==> src/rtl/mul32_arb_if.sv <==
// Request, multiplier and response signals of the two-requester shared-multiplier arbiter.
// slave is the arbiter's view; master is the requester/multiplier side.
interface mul32_arb_if;
  logic        req0_valid;
  logic [31:0] req0_a;
  logic [31:0] req0_b;
  logic        req0_mode;
  logic        req0_ready;
  logic        req1_valid;
  logic [31:0] req1_a;
  logic [31:0] req1_b;
  logic        req1_mode;
  logic        req1_ready;
  logic [31:0] mul_a;
  logic [31:0] mul_b;
  logic        mul_mode;
  logic [31:0] mul_hi;
  logic [31:0] mul_lo;
  logic        rsp0_valid;
  logic        rsp1_valid;
  logic [31:0] rsp_hi;
  logic [31:0] rsp_lo;

  modport slave (
    input  req0_valid, req0_a, req0_b, req0_mode,
    input  req1_valid, req1_a, req1_b, req1_mode,
    input  mul_hi, mul_lo,
    output req0_ready, req1_ready,
    output mul_a, mul_b, mul_mode,
    output rsp0_valid, rsp1_valid, rsp_hi, rsp_lo
  );

  modport master (
    output req0_valid, req0_a, req0_b, req0_mode,
    output req1_valid, req1_a, req1_b, req1_mode,
    output mul_hi, mul_lo,
    input  req0_ready, req1_ready,
    input  mul_a, mul_b, mul_mode,
    input  rsp0_valid, rsp1_valid, rsp_hi, rsp_lo
  );
endinterface

==> src/rtl/mul32_arb.sv <==
// Round-robin arbiter sharing one LAT-cycle pipelined 32x32 multiplier between two requesters.
// Optional per-requester accept counters are enabled with macro MUL32_ARB_STATS_EN.
module mul32_arb #(
  parameter int unsigned LAT = 8
) (
  input  logic        clk,
  input  logic        rst,
  mul32_arb_if.slave  bus
`ifdef MUL32_ARB_STATS_EN
  ,
  output logic [31:0] cnt0,
  output logic [31:0] cnt1
`endif
);

  logic           r_ptr;
  logic [LAT-1:0] r_tag_vld;
  logic [LAT-1:0] r_tag_id;
  logic           w_gnt0;
  logic           w_gnt1;
  logic           w_gnt;

  // r_ptr = 1 gives requester 1 priority when both are valid.
  always_comb begin
    w_gnt0 = 1'b0;
    w_gnt1 = 1'b0;
    if (!rst) begin
      w_gnt0 = bus.req0_valid && (!bus.req1_valid || !r_ptr);
      w_gnt1 = bus.req1_valid && (!bus.req0_valid || r_ptr);
    end
    w_gnt = w_gnt0 || w_gnt1;
  end

  always_comb begin
    bus.req0_ready = w_gnt0;
    bus.req1_ready = w_gnt1;
    bus.mul_a      = '0;
    bus.mul_b      = '0;
    bus.mul_mode   = 1'b0;
    if (w_gnt0) begin
      bus.mul_a    = bus.req0_a;
      bus.mul_b    = bus.req0_b;
      bus.mul_mode = bus.req0_mode;
    end else if (w_gnt1) begin
      bus.mul_a    = bus.req1_a;
      bus.mul_b    = bus.req1_b;
      bus.mul_mode = bus.req1_mode;
    end
  end

  always_comb begin
    bus.rsp0_valid = !rst && r_tag_vld[LAT-1] && !r_tag_id[LAT-1];
    bus.rsp1_valid = !rst && r_tag_vld[LAT-1] && r_tag_id[LAT-1];
    bus.rsp_hi     = bus.mul_hi;
    bus.rsp_lo     = bus.mul_lo;
  end

  // Tag pipeline mirrors the multiplier latency and never stalls.
  always_ff @(posedge clk) begin
    if (rst) begin
      r_ptr     <= 1'b0;
      r_tag_vld <= '0;
      r_tag_id  <= '0;
    end else begin
      r_tag_vld[0] <= w_gnt;
      r_tag_id[0]  <= w_gnt1;
      for (int i = 1; i < LAT; i++) begin
        r_tag_vld[i] <= r_tag_vld[i-1];
        r_tag_id[i]  <= r_tag_id[i-1];
      end
      if (w_gnt) begin
        r_ptr <= w_gnt0;
      end
    end
  end

`ifdef MUL32_ARB_STATS_EN
  logic [31:0] r_cnt0;
  logic [31:0] r_cnt1;

  always_ff @(posedge clk) begin
    if (rst) begin
      r_cnt0 <= '0;
      r_cnt1 <= '0;
    end else begin
      if (w_gnt0) r_cnt0 <= r_cnt0 + 32'd1;
      if (w_gnt1) r_cnt1 <= r_cnt1 + 32'd1;
    end
  end

  assign cnt0 = r_cnt0;
  assign cnt1 = r_cnt1;
`endif

endmodule
==> src/flat_wrapper.sv <==
// flat-port wrapper written by rule: the top's interface ports become plain ports
module mul32_arb_flat 
#(
  parameter int unsigned LAT = 8
)
  (clk, rst, bus_req0_valid, bus_req0_a, bus_req0_b, bus_req0_mode, bus_req1_valid, bus_req1_a, bus_req1_b, bus_req1_mode, bus_mul_hi, bus_mul_lo, bus_req0_ready, bus_req1_ready, bus_mul_a, bus_mul_b, bus_mul_mode, bus_rsp0_valid, bus_rsp1_valid, bus_rsp_hi, bus_rsp_lo);
  mul32_arb_if bus_i ();
  input  logic clk;
  input  logic rst;
  input wire logic [$bits(bus_i.req0_valid)-1:0] bus_req0_valid;
  input wire logic [$bits(bus_i.req0_a)-1:0] bus_req0_a;
  input wire logic [$bits(bus_i.req0_b)-1:0] bus_req0_b;
  input wire logic [$bits(bus_i.req0_mode)-1:0] bus_req0_mode;
  input wire logic [$bits(bus_i.req1_valid)-1:0] bus_req1_valid;
  input wire logic [$bits(bus_i.req1_a)-1:0] bus_req1_a;
  input wire logic [$bits(bus_i.req1_b)-1:0] bus_req1_b;
  input wire logic [$bits(bus_i.req1_mode)-1:0] bus_req1_mode;
  input wire logic [$bits(bus_i.mul_hi)-1:0] bus_mul_hi;
  input wire logic [$bits(bus_i.mul_lo)-1:0] bus_mul_lo;
  output wire logic [$bits(bus_i.req0_ready)-1:0] bus_req0_ready;
  output wire logic [$bits(bus_i.req1_ready)-1:0] bus_req1_ready;
  output wire logic [$bits(bus_i.mul_a)-1:0] bus_mul_a;
  output wire logic [$bits(bus_i.mul_b)-1:0] bus_mul_b;
  output wire logic [$bits(bus_i.mul_mode)-1:0] bus_mul_mode;
  output wire logic [$bits(bus_i.rsp0_valid)-1:0] bus_rsp0_valid;
  output wire logic [$bits(bus_i.rsp1_valid)-1:0] bus_rsp1_valid;
  output wire logic [$bits(bus_i.rsp_hi)-1:0] bus_rsp_hi;
  output wire logic [$bits(bus_i.rsp_lo)-1:0] bus_rsp_lo;
  assign bus_i.req0_valid = bus_req0_valid;
  assign bus_i.req0_a = bus_req0_a;
  assign bus_i.req0_b = bus_req0_b;
  assign bus_i.req0_mode = bus_req0_mode;
  assign bus_i.req1_valid = bus_req1_valid;
  assign bus_i.req1_a = bus_req1_a;
  assign bus_i.req1_b = bus_req1_b;
  assign bus_i.req1_mode = bus_req1_mode;
  assign bus_i.mul_hi = bus_mul_hi;
  assign bus_i.mul_lo = bus_mul_lo;
  assign bus_req0_ready = bus_i.req0_ready;
  assign bus_req1_ready = bus_i.req1_ready;
  assign bus_mul_a = bus_i.mul_a;
  assign bus_mul_b = bus_i.mul_b;
  assign bus_mul_mode = bus_i.mul_mode;
  assign bus_rsp0_valid = bus_i.rsp0_valid;
  assign bus_rsp1_valid = bus_i.rsp1_valid;
  assign bus_rsp_hi = bus_i.rsp_hi;
  assign bus_rsp_lo = bus_i.rsp_lo;
  mul32_arb #(.LAT(LAT)) u_core (.clk(clk), .rst(rst), .bus(bus_i));
endmodule
==> config.mk <==
export PLATFORM = sky130hd
export DESIGN_NAME = mul32_arb_flat
export DESIGN_NICKNAME = d
export VERILOG_FILES = /design/src/rtl/mul32_arb_if.sv /design/src/rtl/mul32_arb.sv /design/src/flat_wrapper.sv
export SDC_FILE = /design/constraint.sdc
export NUM_CORES = 1
export LEC_CHECK = 0
export BUFFER_PORTS_ARGS = -buffer_cell sky130_fd_sc_hd__buf_4
export CAP_MARGIN = 20
export CORE_AREA = 2 2 130 132
export CTS_BUF_LIST = sky130_fd_sc_hd__clkbuf_16
export DETAILED_ROUTE_END_ITERATION = 8
export DIE_AREA = 0 0 132 134
export PLACE_DENSITY = 0.47
export SLEW_MARGIN = 10
export SYNTH_ARGS = -nofsm -noshare
export SYNTH_HDL_FRONTEND = slang
export SYNTH_SLANG_ARGS = --single-unit
==> constraint.sdc <==
create_clock -name clk -period 2.25 [get_ports clk]
set_clock_uncertainty 0.1 [all_clocks]
set_input_delay 0.3375 -clock clk [delete_from_list [all_inputs] [get_ports clk]]
set_output_delay 0.3375 -clock clk [all_outputs]
set_load 0.01 [all_outputs]
==> run summary, run 1 <==
status = completed
final wirelength = 8280 um
full die area = 0.0177 sq mm
ANT nets after route = 0
worst min path class = in -> reg
Power Dens Cells = 375 mW/mm^2
Final #Nets = 584
IO Port Bufs = 202
share of the synthesized area in the top cell type = 28.8%
clk buf depth = 2
Max Slew Vio Count = 0
Rel. slew slack = 75.4%
Core Box Area = 0.0163 sq mm
total power after layout = 0.00124 W
final setup margin = 204 ps
unique cell type count in the Yosys netlist = 15
top area cells in the synthesized netlist = a32oi_1 (29%), buf_4 (25%), dfxtp_1 (17%)
Internal = 0.000864 W
CTS tree = built
NetSw = 0.000371 W
CTS Hold Buffers Added = 0
yosys warns = 0
Post-Place Setup Slack = 423 ps
number of setup buffers added after CTS = 0
Mapped Cells = 269
combinational power share = 46.3%
GRT met1 Usage = 7.89%
WP data arrival = 1610 ps
CTS H-Tree Depth = 1
combinational family with the most area after synthesis = buffers and inverters
post-CTS resize count = 0
total gr overflow = 0
Max rail drop VDD = 0.218 mV
register share of total power = 25.2%
max-cap violations = 0
largest area contributor in the netlist = a32oi_1
Final min period = 2050 ps
Startpoint Class = flip-flop
routed via count = 2424
global-route wire length before repair = 12100 um
Post-Synth Adder-Cell Area = 0%
Die Ht = 134 um
RR Endpoint = u_core.r_tag_id[0]
TritonCTS Sinks = 17
met2 Use GR = 16.4%
total CTS buffers = 3
Net Sw Frac = 30.0%
Yosys reg bits = 17
CP required = 1810 ps
num ports = 331
number of antenna violations at the first check in global routing = 0
Setup Crit Path Kind = reg -> out
pin count of the biggest net entering global routing = 69
n_diodes = 0
Max Fclk = 0.489 GHz
DRC viols = 0
r2r startpoint = u_core.r_ptr
worst r2r path cells = 4
RSZ-0062 raised after global routing = no
HPWL Detailed = 6280 um
Synth Area in XOR/XNOR = 0%
Final setup viols = 0
row count = 47
Clock Tree Root = clkbuf_16
proportion of layout cells with a drive suffix above 1 = 55.6%
met3 GRT Util = 2.27%
Setup crit end kind = primary output
First DRT Iteration DRCs = 96
critical path endpoint = bus_mul_b[23]
number of global-route vias before repair = 2387
GRT Resource Usage Total = 8.17%
grt peak-use layer = met2
Mapped Nets = 467
static leakage = 1.51 nW
Syn Std Cell Area = 0.00197 sq mm
Synth Area in Compound Gates = 29.7%
Mapped Avg Cell Area = 7.34 sq um
initial core utilization = 12.1%
r2r setup slk = 900 ps
Die X = 132 um
Simple-Gate Fraction of Synth Area = 19.9%
Setup TNS = 0 ps
fin cells = 605
Clk pin slew, worst setup/hold paths = 50 ps
Slew @ Worst Pin = 369 ps
RD Place Congestion = 0.847
synth-to-layout area growth = 66.8%
clock latency on the worst-skew pair = 240 ps
worst setup path start = u_core.r_ptr
CP Max Fanout = 24
Hold Violations, Final = 0
routed len/inst = 13.7 um
fin crit share = 90.9%
mux share of post-synthesis cell area = 0%
post-synthesis sequential area ratio = 17.2%
placed cell count = 601
power share of the clock group = 28.5%
Pre-Repair DR Iteration Count = 4
routed vias/inst = 4.01
worst min-delay path by stage:
stage / startpoint / to / depth (start not counted)
after global placement: u_core.r_tag_vld[2] / u_core.r_tag_vld[3] / 1
after global routing: bus_req0_valid / u_core.r_tag_vld[0] / 3
after floorplan: u_core.r_tag_id[0] / u_core.r_tag_id[1] / 1
final: bus_req0_valid / u_core.r_tag_vld[0] / 3
after CTS: bus_req0_valid / u_core.r_tag_vld[0] / 3
after detailed placement: u_core.r_tag_vld[1] / u_core.r_tag_vld[2] / 1
flip-flops by register name, indices dropped and copies added (netlist names):
signal / cells
u_core.r_tag_vld: 8
u_core.r_ptr: 1
u_core.r_tag_id: 8
kinds of logic (layout without fill, tap and decap cells):
| kind of cell | count (synthesis) | after routing |
|---|---|---|
| compound gates | 67 | 67 |
| simple gates | 89 | 89 |
| flops | 17 | 17 |
| buf+inv | 96 | 212 |
cell usage after synthesis:
library cell and n:
buf_2 11, nor2_1 69, nor2b_1 15, nand2_1 1, buf_4 65, dfxtp_1 17
nor3b_1 1, a21boi_2 1, buf_6 5, and3b_1 1, nand2b_4 1, nand2b_1 1
a32oi_1 65, clkbuf_1 15, a21oi_1 1
worst max-delay path: stages (launching register included):
cell	delay, ps
dfxtp_1	390
nand2b_4	340
buf_4	260
a32oi_1	120
nor2_1	110
buf_4	130
metrics by stage:
step                util [%]  area [sq um]  hold slack [ps]
finish                  20.2          3290              241
global route            20.2          3290              267
CTS                     20.2          3290              247
detailed placement      19.7          3210              324
global placement        19.7          3210              319
floorplan                  -          1970              314
layout by cell type (no fill, tap or decap):
cell and count:
clkinv_2 1, a32oi_1 65, buf_4 204, nor3b_1 1, nand2_1 1, nand2b_1 1, clkbuf_16 3, a21boi_4 1
dfxtp_1 17, nor2_1 69, buf_12 4, nand2b_4 1, and3b_1 1, a21oi_1 1, nor2b_1 15
power groups by stage:
stage / Clock, W / Sequential, W / Combinational (W)
2_1_floorplan: 0 / 0.000317 / 0.000358
3_3_place_gp: 0 / 0.000318 / 0.000568
3_5_place_dp: 0 / 0.000318 / 0.000576
4_1_cts: 0.000358 / 0.000312 / 0.000577
5_1_grt: 0.000368 / 0.000312 / 0.000619
6_report: 0.000352 / 0.000312 / 0.000571
cell type report:
cell class	instances	area, sq um
fill	1798	13000
timing repair buffer	208	1610
multi-input combinational	156	986
sequential	17	340
tap	220	275
clock buffer	3	75.1
clock inverter	1	5.00
routing by layer:
metal  wire length [um]  up-vias  part of all wire [%]
met4                216        0                   2.6
met1               2820     1084                    34
li1                   -     1145                     -
met3                812       28                   9.8
met5                  0        -                     0
met2               4430      167                    54
No activity file was read; power rests on OpenSTA's default activity.
==> run 2, diff against run 1 <==
==> constraint.sdc (replaced) <==
create_clock -name clk -period 2.5 [get_ports clk]
set_clock_uncertainty 0.1 [all_clocks]
set_input_delay 0.375 -clock clk [delete_from_list [all_inputs] [get_ports clk]]
set_output_delay 0.375 -clock clk [all_outputs]
set_load 0.01 [all_outputs]
==> run summary, run 2 (synthesis results as in run 1) <==
status = completed
worst min path class = in -> reg
Hold WS = 279 ps (+37.5 ps)
Die Ht = 134 um (unchanged)
Reg area = 340 sq um (unchanged)
Worst Hold Launch = bus_req0_valid
Slew @ Worst Pin = 519 ps (+151 ps)
register share of total power = 25.5% (+0.3 points)
RSZ-0062 raised after global routing = no
pin count of the biggest net entering global routing = 46 (-33%)
CTS Hold Buffers Added = 0 (unchanged)
total CTS buffers = 3 (unchanged)
CTS H-Tree Depth = 1 (unchanged)
synth-to-layout area growth = 66.2%
Internal = 0.000773 W (-11%)
RD Place Congestion = 0.843 (-0.51%)
DRC viols = 0 (unchanged)
Rel. slew slack = 65.4% (-10 points)
Max Slew Vio Count = 0 (unchanged)
most common cell after layout, fill and taps aside = buf_4
TritonCTS Sinks = 17 (unchanged)
initial core utilization = 12.1% (unchanged)
r2r setup slk = 1310 ps (+410 ps)
Net Sw Frac = 29.7% (-0.37 points)
clk buf depth = 2 (unchanged)
Setup Crit Path Kind = reg -> out
number of setup buffers added after CTS = 0 (unchanged)
Setup crit end kind = primary output
Max Fclk = 0.457 GHz
Hold Violations, Final = 0 (unchanged)
Pre-Repair DR Iteration Count = 4 (unchanged)
CP Max Fanout = 38 (+58%)
routed len/inst = 14.2 um (+3.7%)
fin crit share = 87.4%
global-route wire length before repair = 12900 um (+6.7%)
full die area = 0.0177 sq mm (unchanged)
r2r startpoint = u_core.r_ptr
NetSw = 0.000326 W (-12%)
Startpoint Class = flip-flop
proportion of layout cells with a drive suffix above 1 = 55.6% (about the same)
static leakage = 1.51 nW (+0.14%)
clock latency on the worst-skew pair = 240 ps (about the same)
final-layout fill cell count = 1831 (+1.8%)
Power Dens Cells = 335 mW/mm^2 (-11%)
Final setup viols = 0 (unchanged)
CTS tree = built
HPWL Detailed = 6600 um (+5.1%)
area of the multi-input gates = 986 sq um (unchanged)
Setup TNS = 0 ps (unchanged)
number of antenna violations at the first check in global routing = 0 (unchanged)
Clock Tree Root = clkbuf_16
number of global-route vias before repair = 2417 (+1.3%)
WP data arrival = 1710 ps (+100 ps)
row count = 47 (unchanged)
Final #Nets = 586 (+0.34%)
n_diodes = 0 (unchanged)
num ports = 331 (unchanged)
Clk pin slew, worst setup/hold paths = 50 ps (about the same)
largest registers = u_core.r_tag_id x8, u_core.r_tag_vld x8, u_core.r_ptr x1
most frequent cells in the layout = buf_4 (208), nor2_1 (69), a32oi_1 (65)
First DRT Iteration DRCs = 136 (+42%)
worst r2r path cells = 3 (-1)
max-cap violations = 0 (unchanged)
routed vias/inst = 4.06 (+1.4%)
Core Util, Final = 20.1% (-0.069 points)
GRT Resource Usage Total = 8.84% (+0.67 points)
final wirelength = 8620 um (+4.0%)
power share of the clock group = 27.7% (-0.8 points)
total gr overflow = 0 (unchanged)
RR Endpoint = u_core.r_tag_id[0]
ANT nets after route = 0 (unchanged)
Worst Hold End = u_core.r_tag_vld[0]
Die X = 132 um (unchanged)
Core Box Area = 0.0163 sq mm (unchanged)
Hold Crit Depth = 3 (unchanged)
CP required = 2030 ps (+220 ps)
routed via count = 2466 (+1.7%)
Max rail drop VDD = 0.218 mV (+0.27%)
Final min period = 2190 ps
combinational power share = 46.7% (+0.4 points)
IO Port Bufs = 202 (unchanged)
post-CTS resize count = 0 (unchanged)
run 2: cell count changes in the layout (fill, tap and decap cells not counted), sizes merged:
cell    before  now
clkinv       1    0
buf        208  210
inv          0    1
run 2: how the worst max path moves through the flow:
| stage | start | end | cells past startpoint |
|---|---|---|---|
| 2_1_floorplan | bus_req1_valid | bus_mul_a[23] | 6 |
| 3_3_place_gp | bus_req1_valid | bus_mul_a[2] | 6 |
| 3_5_place_dp | bus_req1_valid | bus_mul_a[2] | 6 |
| 4_1_cts | u_core.r_ptr | bus_mul_a[0] | 5 |
| 5_1_grt | u_core.r_ptr | bus_mul_b[19] | 5 |
| 6_report | u_core.r_ptr | bus_mul_a[0] | 5 |
run 2: routing by layer:
| layer | wire [um] | vias up | track usage [%] |
|---|---|---|---|
| met5 | 0 | - | 0 |
| met1 | 2960 | 1115 | 8.99 |
| met2 | 4470 | 173 | 16.8 |
| met4 | 244 | 0 | 3.26 |
| met3 | 937 | 30 | 2.95 |
| li1 | - | 1148 | - |
run 2: power by group through the flow:
| stage | combinational, W | clock (W) | sequential (W) |
|---|---|---|---|
| 6_report | 0.000514 | 0.000305 | 0.000281 |
| 5_1_grt | 0.000559 | 0.000327 | 0.000281 |
| 4_1_cts | 0.000520 | 0.000313 | 0.000281 |
| 3_5_place_dp | 0.000519 | 0 | 0.000286 |
| 3_3_place_gp | 0.000511 | 0 | 0.000286 |
| 2_1_floorplan | 0.000322 | 0 | 0.000285 |
run 2: through the flow:
step | instances | area [sq um] | setup slack (ps) | total power (W)
global route | 607 | 3280 | 180 | 0.00117
CTS | 607 | 3280 | 300 | 0.00111
floorplan | 269 | 1970 | 843 | 0.000607
finish | 607 | 3280 | 314 | 0.00110
global placement | 603 | 3200 | 549 | 0.000797
detailed placement | 603 | 3200 | 523 | 0.000805
run 2: worst max-delay path, cell delays in order, from the launching register on:
cell and delay (ps):
dfxtp_1 390, nand2b_4 390, buf_12 250, a32oi_1 120, nor2_1 150, buf_4 140
run 2: cell type report:
| cell class | count | area share [%] |
|---|---|---|
| Timing Repair Buffer | 210 | 48.8 |
| Multi-Input combinational cell | 156 | 30.0 |
| Sequential cell | 17 | 10.4 |
| Tap cell | 220 | 8.39 |
| Clock buffer | 3 | 2.29 |
| Clock inverter | 1 | 0.114 |
==> run 3, diff against run 2 <==
==> constraint.sdc (replaced) <==
create_clock -name clk -period 2.6 [get_ports clk]
set_clock_uncertainty 0.1 [all_clocks]
set_input_delay 0.39 -clock clk [delete_from_list [all_inputs] [get_ports clk]]
set_output_delay 0.39 -clock clk [all_outputs]
set_load 0.01 [all_outputs]
==> run summary, run 3 (synthesis results as in run 1) <==
status = completed
total gr overflow = 0 (unchanged)
CP required = 2110 ps (+80 ps)
clk buf depth = 2 (unchanged)
Post-Place Setup Slack = 602 ps (+78.5 ps)
largest registers = u_core.r_tag_id x8, u_core.r_tag_vld x8, u_core.r_ptr x1
top sig layer = met4
pin count of the biggest net entering global routing = 46 (unchanged)
HPWL Detailed = 6640 um (+0.60%)
Startpoint Class = flip-flop
Rel. slew slack = 65.2% (-0.16 points)
Setup TNS = 0 ps (unchanged)
Power Dens Cells = 326 mW/mm^2 (-2.6%)
routed len/inst = 14.3 um (+0.63%)
n_diodes = 0 (unchanged)
Core Util, Final = 20.2% (+0.023 points)
final setup margin = 375 ps (+60.7 ps)
number of antenna violations at the first check in global routing = 0 (unchanged)
Slew @ Worst Pin = 522 ps (+2.47 ps)
row count = 47 (unchanged)
NetSw = 0.000325 W (-0.35%)
CTS Hold Buffers Added = 0 (unchanged)
Worst Hold Launch = bus_req0_valid
RD Place Congestion = 0.843 (about the same)
Clk pin slew, worst setup/hold paths = 50 ps (about the same)
met3 WL post-DR = 909 um (-3.0%)
RSZ-0062 raised after global routing = no
worst setup path start = u_core.r_ptr
post-CTS resize count = 0 (unchanged)
CTS tree = built
proportion of layout cells with a drive suffix above 1 = 55.8% (+0.26 points)
CP max-delay cell = dfxtp_1
Max Fclk = 0.449 GHz
Setup crit end kind = primary output
routed via count = 2430 (-1.5%)
Die Ht = 134 um (unchanged)
GRT Resource Usage Total = 8.72% (-0.11 points)
register share of total power = 25.2% (-0.3 points)
Setup Crit Path Kind = reg -> out
WL met1 = 3180 um (+7.5%)
Max rail drop VDD = 0.239 mV (+9.5%)
metal2 WL = 4340 um (-3.0%)
clock latency on the worst-skew pair = 250 ps (about the same)
TritonCTS Sinks = 17 (unchanged)
synth-to-layout area growth = 66.4%
global-route wire length before repair = 12800 um (-1.1%)
Hold Violations, Final = 0 (unchanged)
worst min path class = in -> reg
r2r startpoint = u_core.r_ptr
Pre-Repair DR Iteration Count = 4 (unchanged)
IO Port Bufs = 202 (unchanged)
num ports = 331 (unchanged)
Clock Tree Root = clkbuf_16
Internal = 0.000747 W (-3.4%)
routed vias/inst = 4.00 (-1.5%)
Net Sw Frac = 30.3% (+0.65 points)
Core Box Area = 0.0163 sq mm (unchanged)
Final min period = 2230 ps
number of setup buffers added after CTS = 0 (unchanged)
ANT nets after route = 0 (unchanged)
max-cap violations = 0 (unchanged)
full die area = 0.0177 sq mm (unchanged)
static leakage = 1.51 nW (-0.34%)
combinational power share = 46.2% (-0.5 points)
crit path cell chain = nand2b_4, buf_12, a32oi_1, nor2_1, buf_4
CP Max Fanout = 38 (unchanged)
Max Slew Vio Count = 0 (unchanged)
number of global-route vias before repair = 2394 (-0.95%)
placed cell areas = 0.00320 sq mm (unchanged)
Final setup viols = 0 (unchanged)
most common cell after layout, fill and taps aside = buf_4
fin crit share = 85.6%
WP data arrival = 1740 ps (+30 ps)
First DRT Iteration DRCs = 77 (-43%)
CTS H-Tree Depth = 1 (unchanged)
design area = 0.00329 sq mm (+0.11%)
Max stage delay on crit path = 400 ps (about the same)
Final #Nets = 586 (unchanged)
initial core utilization = 12.1% (unchanged)
total power after layout = 0.00107 W (-2.5%)
Die X = 132 um (unchanged)
power share of the clock group = 28.7% (+1.0 points)
DRC viols = 0 (unchanged)
most frequent cells in the layout = buf_4 (208), nor2_1 (69), a32oi_1 (65)
final wirelength = 8670 um (+0.63%)
total CTS buffers = 3 (unchanged)
==> run 3: cell count changes in the layout (fill, tap and decap cells not counted) <==
cell,delta
clkinvlp_4,+1
inv_1,-1
==> run 3: area by class of cell <==
type | instances | area, sq um
fillers | 1826 | 13000
repair buffers | 210 | 1600
multi-input cells | 156 | 986
flip-flops and latches | 17 | 340
well taps | 220 | 275
clock buffers | 3 | 75.1
clock inverters | 1 | 7.51
==> run 3: stage by stage <==
step | hold slack, ps | std cells
floorplan | 314 | 269
global placement | 317 | 603
detailed placement | 324 | 603
CTS | 293 | 607
global route | 304 | 607
finish | 291 | 607
==> run 3: per-layer routing <==
| metal | vias to the layer above | GRT usage, % |
|---|---|---|
| li1 | 1147 | - |
| met4 | 0 | 2.96 |
| met1 | 1075 | 9.23 |
| met3 | 30 | 2.76 |
| met2 | 178 | 16.3 |
| met5 | - | 0 |
==> run 3: path summary, 6_finish.rpt <==
check | end | slack (ps) | depth (start not counted)
worst min register to register | u_core.r_tag_id[5] | 340 | 1
worst max register to register | u_core.r_tag_id[0] | 1400 | 3
worst max-delay path | bus_mul_b[13] | 370 | 5
worst min-delay path | u_core.r_tag_vld[0] | 290 | 3
==> run 3: power groups by stage <==
stage | sequential (W) | clock, W | combinational (W)
finish | 0.000270 | 0.000307 | 0.000495
global route | 0.000270 | 0.000329 | 0.000536
CTS | 0.000270 | 0.000315 | 0.000500
detailed placement | 0.000275 | 0 | 0.000499
global placement | 0.000275 | 0 | 0.000492
floorplan | 0.000274 | 0 | 0.000310
==> run 3: worst max-delay path: cells and delay by family (launching register included) <==
family                 cells  cell delay, ps
AND/OR/NAND/NOR            2             540
buffers and inverters      2             380
AO/OA/AOI/OAI              1             130
flip-flops                 1             400
